[src/rtl/masked_adder_nbit.sv]
// Masked W-bit ripple-carry adder/subtractor over d Boolean shares.
// Each bit position is one pipeline stage of two HPC2 AND gadgets
// (2-cycle latency each), so the whole operation takes 2*W cycles.
//
// Handshake: in_valid marks an operation on a/b/sub this cycle and is
// always accepted (no ready, no stall). out_valid rises exactly 2*W cycles
// later together with out_s/out_cout. Bubbles travel as out_valid=0.
//
// out_s/out_cout are forced to zero while out_valid is low. out_valid is a
// public signal, and all-zero shares are a valid masking of zero, so this
// reveals nothing. It keeps the outputs quiet after reset and during bubbles.

// HPC2 AND gadget: z = x & y over D shares.
// y and the randomness are registered in the first cycle. x is delayed one
// register so that it meets them in the second cycle. Each share i sums its
// own registered partial products.
module masked_hpc2_and #(
    parameter int D = 2
) (
    input  logic                   clk,
    input  logic                   rst_n,
    input  logic [D-1:0]           x_i,
    input  logic [D-1:0]           y_i,
    input  logic [D*(D-1)/2-1:0]   r_i,
    output logic [D-1:0]           z_o
);
    localparam int R  = D*(D-1)/2;
    localparam int NT = 2*D-1;

    // Position of r_ij (the pair {i,j}, unordered) inside r_i.
    function automatic int ridx(input int i, input int j);
        int lo;
        int hi;
        int base;
        lo   = (i < j) ? i : j;
        hi   = (i < j) ? j : i;
        base = 0;
        for (int k = 0; k < lo; k++) begin
            base += D - 1 - k;
        end
        return base + hi - lo - 1;
    endfunction

    // Dense slot for the j-th cross term of share i (j != i).
    function automatic int slot(input int i, input int j);
        return (j < i) ? j : j - 1;
    endfunction

    logic [D-1:0]  x_q;
    logic [D-1:0]  y_q;
    logic [R-1:0]  r_q;
    logic [D-2:0]  ymr_d  [D];
    logic [D-2:0]  ymr_q  [D];
    logic [NT-1:0] term_d [D];
    logic [NT-1:0] term_q [D];

    // First layer: blind each foreign share y_j with r_ij before it meets x_i.
    always_comb begin
        for (int i = 0; i < D; i++) begin
            ymr_d[i] = '0;
            for (int j = 0; j < D; j++) begin
                if (j != i) begin
                    ymr_d[i][slot(i, j)] = y_i[j] ^ r_i[ridx(i, j)];
                end
            end
        end
    end

    // First-layer registers: align x, y, r and the blinded cross shares.
    always_ff @(posedge clk or negedge rst_n) begin
        if (!rst_n) begin
            x_q <= '0;
            y_q <= '0;
            r_q <= '0;
            for (int i = 0; i < D; i++) begin
                ymr_q[i] <= '0;
            end
        end else begin
            x_q <= x_i;
            y_q <= y_i;
            r_q <= r_i;
            for (int i = 0; i < D; i++) begin
                ymr_q[i] <= ymr_d[i];
            end
        end
    end

    // Second layer products:
    //   x_i&y_i,
    //   ~x_i&r_ij,
    //   x_i&(y_j^r_ij).
    always_comb begin
        for (int i = 0; i < D; i++) begin
            term_d[i]    = '0;
            term_d[i][0] = x_q[i] & y_q[i];
            for (int j = 0; j < D; j++) begin
                if (j != i) begin
                    term_d[i][1 + 2*slot(i, j)] = ~x_q[i] & r_q[ridx(i, j)];
                    term_d[i][2 + 2*slot(i, j)] = x_q[i] & ymr_q[i][slot(i, j)];
                end
            end
        end
    end

    // Second-layer registers: every product is registered before compression.
    always_ff @(posedge clk or negedge rst_n) begin
        if (!rst_n) begin
            for (int i = 0; i < D; i++) begin
                term_q[i] <= '0;
            end
        end else begin
            for (int i = 0; i < D; i++) begin
                term_q[i] <= term_d[i];
            end
        end
    end

    // Share-local compression of registered terms.
    always_comb begin
        for (int i = 0; i < D; i++) begin
            z_o[i] = ^term_q[i];
        end
    end
endmodule

module masked_adder_nbit #(
    parameter int W = 8,
    parameter int d = 2
) (
    input  logic                         clk,
    input  logic                         rst_n,
    input  logic                         in_valid,
    input  logic                         sub,
    input  logic [W*d-1:0]               a,
    input  logic [W*d-1:0]               b,
    input  logic [2*W*(d*(d-1)/2)-1:0]   rnd,
    output logic                         out_valid,
    output logic [W*d-1:0]               out_s,
    output logic [d-1:0]                 out_cout
);
    localparam int R   = d*(d-1)/2;
    localparam int LAT = 2*W;

    // Stage-boundary buses. Index i is the value seen by stage i.
    // Index W is the value leaving the last stage.
    logic [W:0][W*d-1:0] a_st;
    logic [W:0][W*d-1:0] b_st;
    logic [W:0][W*d-1:0] s_st;
    logic [W:0]          sub_st;
    logic [W:0][d-1:0]   c_st;
    logic [LAT-1:0]      vld_q;
    logic                unused_tail;

    assign a_st[0]   = a;
    assign b_st[0]   = b;
    assign sub_st[0] = sub;
    assign s_st[0]   = '0;
    // Carry-in is the public sub bit placed in share 0. It supplies the +1
    // of the two's complement.
    assign c_st[0]   = {{(d-1){1'b0}}, sub};

    for (genvar i = 0; i < W; i++) begin : g_stage
        logic [d-1:0]   a_bit;
        logic [d-1:0]   bp_bit;
        logic [d-1:0]   axb;
        logic [d-1:0]   g_sh;
        logic [d-1:0]   t_sh;
        logic [W*d-1:0] s_ins;
        logic [W*d-1:0] a1_q, a2_q;
        logic [W*d-1:0] b1_q, b2_q;
        logic [W*d-1:0] s1_q, s2_q;
        logic           sub1_q, sub2_q;

        // b'_i: the public sub bit inverts share 0 only. The inversion uses
        // the sub copy that travels with this operation.
        assign a_bit  = a_st[i][i*d +: d];
        assign bp_bit = b_st[i][i*d +: d] ^ {{(d-1){1'b0}}, sub_st[i]};
        assign axb    = a_bit ^ bp_bit;

        // Sum bit of this stage inserted into the travelling result vector.
        always_comb begin
            s_ins             = s_st[i];
            s_ins[i*d +: d]   = axb ^ c_st[i];
        end

        // Generate term: g_i = a_i & b'_i.
        masked_hpc2_and #(.D(d)) u_gen (
            .clk   (clk),
            .rst_n (rst_n),
            .x_i   (a_bit),
            .y_i   (bp_bit),
            .r_i   (rnd[2*i*R +: R]),
            .z_o   (g_sh)
        );

        // Propagate term: t_i = c_i & (a_i ^ b'_i).
        masked_hpc2_and #(.D(d)) u_prop (
            .clk   (clk),
            .rst_n (rst_n),
            .x_i   (c_st[i]),
            .y_i   (axb),
            .r_i   (rnd[2*i*R + R +: R]),
            .z_o   (t_sh)
        );

        // Two-deep share registers keep operands, sub and the partial sum
        // aligned with the gadget latency.
        always_ff @(posedge clk or negedge rst_n) begin
            if (!rst_n) begin
                a1_q   <= '0;
                a2_q   <= '0;
                b1_q   <= '0;
                b2_q   <= '0;
                s1_q   <= '0;
                s2_q   <= '0;
                sub1_q <= 1'b0;
                sub2_q <= 1'b0;
            end else begin
                a1_q   <= a_st[i];
                a2_q   <= a1_q;
                b1_q   <= b_st[i];
                b2_q   <= b1_q;
                s1_q   <= s_ins;
                s2_q   <= s1_q;
                sub1_q <= sub_st[i];
                sub2_q <= sub1_q;
            end
        end

        assign a_st[i+1]   = a2_q;
        assign b_st[i+1]   = b2_q;
        assign s_st[i+1]   = s2_q;
        assign sub_st[i+1] = sub2_q;
        // The carry shares recombine only with their own share index.
        assign c_st[i+1]   = g_sh ^ t_sh;
    end

    // Valid shift register, LAT deep. It is cleared by reset, so in-flight
    // operations are discarded.
    always_ff @(posedge clk or negedge rst_n) begin
        if (!rst_n) begin
            vld_q <= '0;
        end else begin
            vld_q <= {vld_q[LAT-2:0], in_valid};
        end
    end

    assign out_valid = vld_q[LAT-1];
    assign out_s     = out_valid ? s_st[W] : '0;
    assign out_cout  = out_valid ? c_st[W] : '0;

    // Operand and sub copies past the last stage have no consumer.
    assign unused_tail = ^{a_st[W], b_st[W], sub_st[W]};
endmodule

[config.mk]
export PLATFORM = sky130hd
export DESIGN_NAME = masked_adder_nbit
export DESIGN_NICKNAME = d
export VERILOG_FILES = /design/src/rtl/masked_adder_nbit.sv
export SDC_FILE = /design/constraint.sdc
export NUM_CORES = 1
export LEC_CHECK = 0
export ABC_AREA = 1
export BUFFER_PORTS_ARGS = -buffer_cell sky130_fd_sc_hd__buf_2
export CAP_MARGIN = 15
export CORE_UTILIZATION = 45
export CTS_CLUSTER_SIZE = 40
export DETAILED_ROUTE_END_ITERATION = 16
export RECOVER_POWER = 25
export SKIP_LAST_GASP = 1
export SLEW_MARGIN = 40
export SYNTH_ARGS = -nofsm -noshare
export SYNTH_HDL_FRONTEND = slang
export SYNTH_HIERARCHICAL = 1
export SYNTH_SLANG_ARGS = --single-unit
[constraint.sdc]
create_clock -name clk -period 1.3 [get_ports clk]
set_clock_uncertainty 0.15 [all_clocks]
set_input_delay 0.195 -clock clk [delete_from_list [all_inputs] [get_ports clk]]
set_output_delay 0.195 -clock clk [all_outputs]
set_load 0.02 [all_outputs]
==> impl_results.md, run 1 <==
* CP required at 950 ps
* Max FO, Critical Path at 2
* Post-Syn Instances at 1,341
* # nets final at 1,627
* GPL Wtd Cong at 0.718
* Max-slew violations at 0
* Total global routing overflow at 0
* RSZ-0062 raised after global routing: yes
* Die W at 204 microns
* R2r setup slk at 0 ps
* CTS root buf: clkbuf_16
* Status: finished, violations left
* Syn avg cell area at 13.7 sq um
* Leak pwr at 11.6 nW
* Core box area at 39,900 sq um
* Number of hold violations in the final report at 0
* Core Util, Final at 0.574
* IR drop worst, VDD at 1190 uV
* Total GRT Usage at 0.126
* DR iter-0 viols at 326
* Layout area overhead at 25.1%
* WP data arrival at 1640 ps
* Failing checks: setup timing
* R2R depth at 9
* Min cycle time layout at 1990 ps
* Slew HR at 0.455
* I/O pins at 71
* PortBufs at 70
* Synthesized area at 18,300 sq um
* DRT Pass-1 Iters at 4
* Syn Nets at 1,393
* Fraction of layout cells with a size suffix above 1 at 0.195
* Total of max-cap violations at 0
* Detailed placer's ending HPWL at 14.8 mm
* Number of library cell types mapped by synthesis at 13
* Initial antenna violation count at 1
* Max clock buf depth at 3
* FMAX at 503 MHz
* Fin crit share at 1.53
* Hold Crit Class: in2async
* Startpoint types: register
* Row cnt at 73
* # setup viols final at 76
* Crit. End Element: primary output
* CTS clk-pin slew, worst paths at 60 ps
* Post-DR wirelength/cell at 11.2 microns
* Vias in the first global route at 9,339
* Final WS setup at -689 ps
* Sequential fraction of the synthesis area at 0.828
* Total number of H-tree levels at 2
* Die Footprint at 41,500 sq um
* Largest net degree at the start of global routing at 79
* Avg Vias per Cell at 4.20
* Crit path kind: reg2out
* Clk sink count at 606
* RR Endpoint: g_stage[6].s1_q[13]
* Starting Density at 0.459
* TritonCTS clock tree: done
* Die H at 204 microns
* Measured slew at the worst slew-check pin at 817 ps
* Fin Hold WS at 63.7 ps
* Power per Cell Area at 1960 nW/um^2
* R2R Path Start: g_stage[5].u_gen/term_q[0]
* Post-route ant nets at 0
* First-pass GRT wire length at 42.0 mm
* Synthesis warning total at 6
* Num CTS Buffers at 57
* Routed WL at 24.1 mm
* Drc violations at 0
* Vias at 9,019
* Seq cells post-synth at 606
* Worst-skew pair later-pin latency at 580 ps
[worst max-delay path, stage by stage (launching register included)]
cell and delay, ps:
dfrtp_1 400, nand2_2 100, nand2_1 60, nand2_1 80, nand2_2 60, buf_6 110
a21oi_2 130, buf_6 130
[Yosys cell counts]
master / instances / area [sq um]
a21oi_1: 2 / 10.0
buf_2: 1 / 5.00
buf_4: 1 / 7.51
conb_1: 1 / 3.75
dfrtp_1: 606 / 15200
inv_1: 234 / 878
nand2_1: 317 / 1190
nand3_1: 74 / 370
nor2_1: 46 / 173
o21ai_0: 2 / 10.0
xnor2_1: 7 / 61.3
xor2_1: 49 / 429
xor2_2: 1 / 16.3
[logic make-up (layout without fill, tap and decap cells)]
family	Yosys count	in the layout	synth area share
and+or+nand+nor	437	437	0.0946
other	1	2	0.000205
xor gates and xnor gates	57	57	0.0277
AOI/OAI and AO/OA	4	4	0.00109
DFF	606	606	0.828
buffers and inverters	236	514	0.0486
[sequential cells by signal, indices dropped and copies added, names as in the netlist]
signal / flops
g_stage.b1_q: 56
g_stage.u_gen/r_q: 8
g_stage.b2_q: 56
g_stage.s2_q: 72
g_stage.a2_q: 56
g_stage.u_gen/y_q: 16
g_stage.a1_q: 56
g_stage.u_prop/ymr_q: 16
g_stage.u_gen/term_q: 48
g_stage.sub2_q: 7
g_stage.sub1_q: 7
g_stage.u_prop/y_q: 16
g_stage.u_prop/r_q: 8
g_stage.u_gen/ymr_q: 16
g_stage.u_prop/x_q: 16
g_stage.u_prop/term_q: 48
vld_q: 16
g_stage.s1_q: 72
g_stage.u_gen/x_q: 16
[worst max-delay path by stage]
| stage | end | depth (start not counted) | startpoint |
|---|---|---|---|
| 6_report | out_cout[1] | 7 | g_stage[7].u_prop/term_q[0] |
| 5_1_grt | out_cout[1] | 8 | g_stage[7].u_prop/term_q[1] |
| 4_1_cts | out_cout[0] | 7 | g_stage[7].u_prop/term_q[3] |
| 3_5_place_dp | out_cout[0] | 8 | g_stage[7].u_prop/term_q[3] |
| 3_3_place_gp | g_stage[7].s1_q[15] | 9 | g_stage[6].u_prop/term_q[1] |
| 2_1_floorplan | out_cout[0] | 7 | g_stage[7].u_prop/term_q[4] |
[per-layer routing]
| metal | wire [microns] | global-route usage | share of wire | up-vias |
|---|---|---|---|---|
| met4 | 687 | 0.0550 | 0.029 | 0 |
| met3 | 918 | 0.0276 | 0.038 | 50 |
| met2 | 12700 | 0.221 | 0.53 | 120 |
| li1 | - | - | - | 4425 |
| met1 | 9780 | 0.150 | 0.41 | 4424 |
| met5 | 0 | 0 | 0 | - |
[what timing repair did]
action / in CTS / in global routing
setup endpoints to repair: 32 / 50
buffers inserted: 1 / 5
cloned: 1 / 0
resized for setup: 67 / 119
pin swaps: 12 / 49
hold endpoints to repair: 693 / 11
hold buffers: 52 / 1
[power by group]
part	internal, mW	total, mW	switching, mW
clock network	10.8	17.3	6.55
logic	1.99	4.55	2.56
registers	21.9	23.0	1.18
[layout make-up]
class                   count  area [sq um]
fillers                  3158         17000
flip-flops and latches    606         15200
multi-input cells         499          2660
clock buffers              81          1650
repair buffers            177          1530
inverters                 234           878
well taps                 525           657
clock inverters            22           372
diodes                      1          2.50
[through the flow]
step	cells	setup TNS, ps	total power, mW	area, sq um	worst slack (ps)
final	2145	-11170	44.9	22900	-689
after global routing	2145	-40210	47.2	22900	-803
after CTS	2141	-12630	45.1	22700	-691
after detailed placement	1984	-492	27.1	19900	-94.6
after global placement	1984	-221	26.9	19900	-60.5
after floorplan	1341	0	25.3	18300	7.20
[placed cells by master (no fill, tap or decap), drive strengths merged]
master,count
a21oi,2
buf,92
bufinv,10
clkbuf,114
clkinv,9
clkinvlp,3
conb,1
dfrtp,606
diode,1
dlygate4sd3,52
inv,234
nand2,317
nand3,74
nor2,46
o21ai,2
xnor2,7
xor2,50
No activity file was read; power rests on OpenSTA's default activity.
==> run 2: changes to the inputs <==
--- a/config.mk
+++ b/config.mk
@@ -8,9 +8,10 @@
 export ABC_AREA = 1
 export BUFFER_PORTS_ARGS = -buffer_cell sky130_fd_sc_hd__buf_2
 export CAP_MARGIN = 15
-export CORE_UTILIZATION = 45
+export CORE_UTILIZATION = 60
 export CTS_CLUSTER_SIZE = 40
 export DETAILED_ROUTE_END_ITERATION = 16
+export PLACE_DENSITY = 0.78
 export RECOVER_POWER = 25
 export SKIP_LAST_GASP = 1
 export SLEW_MARGIN = 40
==> constraint.sdc (replaced) <==
create_clock -name clk -period 2 [get_ports clk]
set_clock_uncertainty 0.15 [all_clocks]
set_input_delay 0.3 -clock clk [delete_from_list [all_inputs] [get_ports clk]]
set_output_delay 0.3 -clock clk [all_outputs]
set_load 0.02 [all_outputs]
==> run 2 against run 1 <==
The run still ends with setup timing left. Combinational power down 46%. Highest routed layer unchanged. Core utilization up 15 points. Sequential share of layout area up 3.4 points. Clock-buffer cell count up 6. Worst setup slack better by 650 ps. Die area down 25%. Power down 39%. Clock power down 42%. Wire length up 16%. Sequential power down 35%. Cell count down 8.0%. Global-route usage up 6.7 points.
==> impl_results.md, run 2 (synthesized netlist as in run 1, its figures left out) <==
* Die W at 177 microns (-13%)
* Num CTS Buffers at 54 (-5.3%)
* Total GRT Usage at 0.193 (+0.0670)
* Min cycle time layout at 2040 ps
* Detailed placer's ending HPWL at 15.3 mm (+3.2%)
* Total of max-cap violations at 0 (unchanged)
* Post-route cell area at 21,800 sq um (-5.0%)
* RSZ-0062 raised after global routing: yes
* Leak pwr at 11.4 nW (-2.5%)
* Core box area at 29,900 sq um (-25%)
* Startpoint types: register
* Fin crit share at 1.02
* FMAX at 491 MHz
* Max FO, Critical Path at 2 (unchanged)
* Commonest non-fill, non-tap cell in the layout: dfrtp_1
* Total Power at 27.4 mW (-39%)
* Row cnt at 63 (-14%)
* First-pass GRT wire length at 46.7 mm (+11%)
* I/O pins at 71 (unchanged)
* GPL Wtd Cong at 0.759 (+5.7%)
* Total number of H-tree levels at 2 (unchanged)
* Vias at 9,197 (+2.0%)
* IR drop worst, VDD at 887 uV (-25%)
* Clk sink count at 606 (unchanged)
* DR iter-0 viols at 508 (+56%)
* Hold Crit Class: in2async
* CTS clk-pin slew, worst paths at 60 ps (about the same)
* Crit path kind: reg2out
* TritonCTS clock tree: done
* Post-route ant nets at 0 (unchanged)
* Final WS setup at -35.5 ps (+653 ps)
* Worst-skew pair later-pin latency at 560 ps (-20 ps)
* Max clock buf depth at 3 (unchanged)
* # Post-CTS Setup Buffers at 0 (-1)
* WP data arrival at 1590 ps (-50 ps)
* Crit. End Element: primary output
* Power per Cell Area at 1260 nW/um^2 (-36%)
* Largest net degree at the start of global routing at 90 (+14%)
* Initial antenna violation count at 0 (-1)
* # nets final at 1,595 (-2.0%)
* PortBufs at 70 (unchanged)
* Biggest regs: g_stage.s1_q: 72 flops, g_stage.s2_q: 72 flops
* DRT Pass-1 Iters at 6 (+2)
* Total global routing overflow at 0 (unchanged)
* Failing checks: setup timing
* Die H at 177 microns (-13%)
* Fraction of layout cells with a size suffix above 1 at 0.116 (-0.0797)
* Post-DR wirelength/cell at 14.1 microns (+26%)
* Area of the multi-input gates at 2270 sq um (-15%)
* Number of diodes at 0 (-1)
* Routed WL at 27.9 mm (+16%)
* CTS root buf: clkbuf_16
* CP required at 1550 ps (+600 ps)
* Status: finished, violations left
* Most frequent cells in the layout: 606 x dfrtp_1, 314 x nand2_1, 233 x inv_1
* Die Footprint at 31,200 sq um (-25%)
* Seq. cell area at 15,200 sq um (about the same)
* # setup viols final at 2 (-97%)
* Layout area overhead at 18.9%
* Fillers at 1,805 (-43%)
* Drc violations at 0 (unchanged)
* Placed inst area at 19,500 sq um (-2.1%)
* Vias in the first global route at 10,100 (+8.6%)
* Avg Vias per Cell at 4.66 (+11%)
* Starting Density at 0.613 (+0.154)
* Max-slew violations at 0 (unchanged)
* Number of hold violations in the final report at 0 (unchanged)
## run 2: critical path, stage by stage (launching register included)
cell     delay [ps]
dfrtp_1         380
inv_1            70
nand2_2          50
nand2_1          70
nand2_1          50
nand2_1          70
o21ai_1          70
a21oi_1         120
buf_4           150
## run 2: what timing repair did
action | CTS | global route
gates resized for setup | 2 | 6
hold endpoints to repair | 525 | 0
hold buffers | 51 | 0
endpoints found under the setup margin | 2 | 4
pin swaps | 6 | 6
## run 2: layout make-up
cell class,count,share of cell area
Inverter,234,0.0403
Tap cell,390,0.0224
Multi-Input combinational cell,499,0.104
Sequential cell,606,0.696
Clock buffer,87,0.0770
Clock inverter,10,0.00374
Timing Repair Buffer,148,0.0557
## run 2: worst paths after layout
check,cells past startpoint,to,start,slack (ps)
min in group clk,0,g_stage[7].s2_q[11],g_stage[7].s1_q[11],190
hold reg to reg,0,g_stage[7].s2_q[11],g_stage[7].s1_q[11],190
max in group asynchronous,4,g_stage[0].b2_q[14],rst_n,790
setup / recovery,8,out_cout[1],g_stage[7].u_prop/term_q[1],-40
hold / removal,2,g_stage[7].s2_q[11],rst_n,110
setup reg to reg,9,g_stage[5].s1_q[10],g_stage[4].u_prop/term_q[4],520
## run 2: per-stage QoR
stage               utilization  cells  setup slack, ps  hold WS, ps  setup TNS, ps
floorplan                     -   1341              485         -146              0
global placement          0.653   1826              574         87.0              0
detailed placement        0.653   1826              525         91.6              0
CTS                       0.728   1974            -69.2         96.5           -130
global route              0.729   1974             -158          127           -303
finish                    0.729   1974            -35.5          107          -60.0
## run 2: metal layers
| metal | wire, microns | GRT usage | vias to the layer above |
|---|---|---|---|
| met5 | 0 | 0 | - |
| met4 | 692 | 0.0636 | 0 |
| met3 | 1010 | 0.0378 | 68 |
| met2 | 15800 | 0.372 | 158 |
| met1 | 10300 | 0.211 | 4617 |
| li1 | - | - | 4354 |
## run 2: where the power goes
part | switching, mW | internal (mW) | leakage (nW)
Clock | 4.16 | 5.84 | 0.870
Combinational | 1.56 | 0.894 | 3.27
Sequential | 0.780 | 14.2 | 7.21
Total | 6.50 | 20.9 | 11.4
==> run 3: changes to the inputs <==
--- a/config.mk
+++ b/config.mk
@@ -5,7 +5,7 @@
 export SDC_FILE = /design/constraint.sdc
 export NUM_CORES = 1
 export LEC_CHECK = 0
-export ABC_AREA = 1
+export ABC_AREA = 0
 export BUFFER_PORTS_ARGS = -buffer_cell sky130_fd_sc_hd__buf_2
 export CAP_MARGIN = 15
 export CORE_UTILIZATION = 60
==> run 3 against run 2 <==
The flow still finishes with violations (setup timing). Critical path depth decreased by 4. Clock power decreased by 2.2%. Register-to-register slack got worse by 170 ps. Synthesized area decreased by 4.0%. Core utilization decreased by 0.13 points. Sequential share of layout area increased by 2.8 points. Clock-buffer cell count unchanged. Maximum frequency decreased by 8.1%. Critical endpoint unchanged. Largest cell class unchanged.
==> impl_results.md, run 3 <==
* Commonest non-fill, non-tap cell in the layout: dfrtp_1
* Num CTS Buffers at 53 (-1.9%)
* DRT Pass-1 Iters at 4 (-2)
* Leak pwr at 9.88 nW (-13%)
* Total global routing overflow at 0 (unchanged)
* Synthesis warning total at 6 (unchanged)
* Syn avg cell area at 20.7 sq um (+52%)
* GPL Wtd Cong at 0.709 (-6.7%)
* Post-route ant nets at 0 (unchanged)
* Die Footprint at 30,000 sq um (-4.0%)
* Sequential fraction of the synthesis area at 0.862 (+0.0346)
* Die H at 173 microns (-2.0%)
* Vias in the first global route at 8,098 (-20%)
* Routed WL at 23.4 mm (-16%)
* CTS clk-pin slew, worst paths at 60 ps (about the same)
* Post-synth EDFFs at 0 (unchanged)
* Critical path's largest stage delay at 380 ps (about the same)
* Largest net degree at the start of global routing at 86 (-4.4%)
* # setup viols final at 2 (unchanged)
* Startpoint types: register
* Post-synth top area share at 0.862 (+0.0346)
* Max clock buf depth at 3 (unchanged)
* Fin Hold WS at 111 ps (+4.40 ps)
* Hold Crit Class: in2async
* Ys async rst share at 1.00 (unchanged)
* Number of library cell types mapped by synthesis at 12 (-1)
* Max FO, Critical Path at 1 (-1)
* Synthesized area at 17,600 sq um (-4.0%)
* Post-Syn Instances at 848 (-37%)
* Crit. End Element: primary output
* RSZ-0062 raised after global routing: yes
* Worst path cell trace: xor3_1 > xor2_1 > and2_1 > buf_6
* CP max stage cell: dfrtp_1
* IR drop worst, VDD at 823 uV (-7.2%)
* Syn Nets at 900 (-35%)
* Clk sink count at 606 (unchanged)
* Min cycle time layout at 2210 ps (+179 ps)
* Row cnt at 62 (-1.6%)
* Final WS setup at -215 ps (-179 ps)
* Fraction of layout cells with a size suffix above 1 at 0.165 (+0.0491)
* Number of hold violations in the final report at 0 (unchanged)
* CTS root buf: clkbuf_16
* Initial antenna violation count at 0 (unchanged)
* CP top delay family: XOR/XNOR gates
* Seq cells post-synth at 606 (unchanged)
* Placed inst area at 18,700 sq um (-4.1%)
* Total of max-cap violations at 0 (unchanged)
* Max-slew violations at 0 (unchanged)
* Core box area at 28,800 sq um (-3.7%)
* I/O pins at 71 (unchanged)
* Status: finished, violations left
* Die W at 173 microns (-2.0%)
* Power per Cell Area at 1320 nW/um^2 (+4.5%)
* Total Power at 27.6 mW (+0.51%)
* Starting Density at 0.611 (-0.00224)
* Post-DR wirelength/cell at 15.9 microns (+13%)
* Crit path kind: reg2out
* Biggest regs: g_stage.s1_q: 72 flops, g_stage.s2_q: 72 flops
* WP buf/inv at 1 (-1)
* Fin crit share at 1.11 (+0.0897)
* Most common cell in the netlist: dfrtp_1
* Drc violations at 0 (unchanged)
* # nets final at 1,096 (-31%)
* Worst-skew pair later-pin latency at 560 ps (about the same)
* Detailed placer's ending HPWL at 12.6 mm (-18%)
* DR iter-0 viols at 303 (-40%)
* Ys flop type: dfrtp_1
* CP required at 1550 ps (about the same)
* WP data arrival at 1760 ps (+170 ps)
* Total number of H-tree levels at 2 (unchanged)
* Area leader, netlist: dfrtp_1
* Vias at 6,843 (-26%)
* TritonCTS clock tree: done
* Commonest cells post-synth: 606 x dfrtp_1, 82 x and2_1, 65 x xor2_1, 32 x nor2b_1, 32 x xor3_1
* First-pass GRT wire length at 40.2 mm (-14%)
* Number of diodes at 0 (unchanged)
* Total GRT Usage at 0.174 (-0.0195)
* Avg Vias per Cell at 4.65 (-0.15%)
* Dpl cells at 1,322 (-28%)
* PortBufs at 70 (unchanged)
* Slew HR at 0.668
* Post-route cell area at 20,900 sq um (-3.8%)
* Layout area overhead at 19.1%
* Most frequent cells in the layout: 605 x dfrtp_1, 82 x and2_1, 67 x buf_2
* Failing checks: setup timing
* Measured slew at the worst slew-check pin at 497 ps
* Top post-synthesis cells by area: dfrtp_1 86%, xor3_1 4.3%, xor2_1 3.2%
* Post-Layout Cell Count at 1,471 (-25%)
* Core Util, Final at 0.728 (-0.00132)
* FMAX at 451 MHz (-8.1%)
==> run 3: cell types whose count changed after synthesis, sizes merged, moves of 16 or more <==
cell,delta
xor2,+16
inv,-227
and2,+82
nor2,-46
nand3,-74
xor3,+32
nand2,-317
nor2b,+32
==> run 3: worst paths after layout <==
kind / startpoint / endpoint / slack, ps / depth (start not counted)
max: g_stage[7].u_gen/term_q[0] / out_cout[1] / -210 / 4
min: rst_n / g_stage[7].s1_q[12] / 110 / 2
max reg2reg: g_stage[5].u_prop/term_q[4] / g_stage[6].s1_q[12] / 350 / 3
min reg2reg: g_stage[4].b2_q[12] / g_stage[5].b1_q[12] / 180 / 0
max in group asynchronous: rst_n / g_stage[3].u_gen/r_q / 810 / 3
min in group clk: g_stage[4].b2_q[12] / g_stage[5].b1_q[12] / 180 / 0
==> run 3: cell families (layout without fill, tap and decap cells) <==
| family | after synthesis | in the layout | synth area share |
|---|---|---|---|
| other | 1 | 1 | 0.000213 |
| XOR/XNOR | 119 | 119 | 0.0951 |
| flip-flops | 606 | 606 | 0.862 |
| AND/OR/NAND/NOR | 114 | 114 | 0.0406 |
| buffers and inverters | 8 | 247 | 0.00171 |
==> run 3: stage by stage <==
| step | setup TNS, ps | setup WS [ps] |
|---|---|---|
| 3_3_place_gp | 0 | 380 |
| 5_1_grt | -593 | -306 |
| 3_5_place_dp | 0 | 328 |
| 4_1_cts | -485 | -245 |
| 6_report | -419 | -215 |
| 2_1_floorplan | 0 | 466 |
==> run 3: final cells by class <==
class | count | area [sq um]
clock buffer | 87 | 1640
clock inverter | 11 | 86.3
timing repair buffer | 142 | 1150
fill | 1581 | 7840
multi-input combinational | 234 | 2390
inverter | 7 | 26.3
sequential | 606 | 15200
tap | 384 | 480
==> run 3: per-layer routing <==
layer | vias to the layer above | GRT usage | wire length [microns]
met1 | 3611 | 0.207 | 8910
met2 | 130 | 0.317 | 13100
li1 | 3038 | - | -
met4 | 0 | 0.0590 | 612
met3 | 64 | 0.0354 | 830
met5 | - | 0 | 0
==> run 3: worst register-to-register path: stages (launching register included) <==
cell and delay, ps:
dfrtp_1 340, xor3_1 430, xor2_1 310, xnor3_1 290
==> run 3: power breakdown <==
part           switching, mW  internal (mW)
sequential             0.738           14.4
combinational           1.20           1.43
clock                   4.07           5.70
total                   6.01           21.6
==> run 3: timing repair <==
action,4_1_cts,5_1_grt
hold buffers,51,0
setup buffers,0,0
hold endpoints to repair,606,0
gates resized for setup,5,0
pin swaps,4,4
setup endpoints to repair,18,2
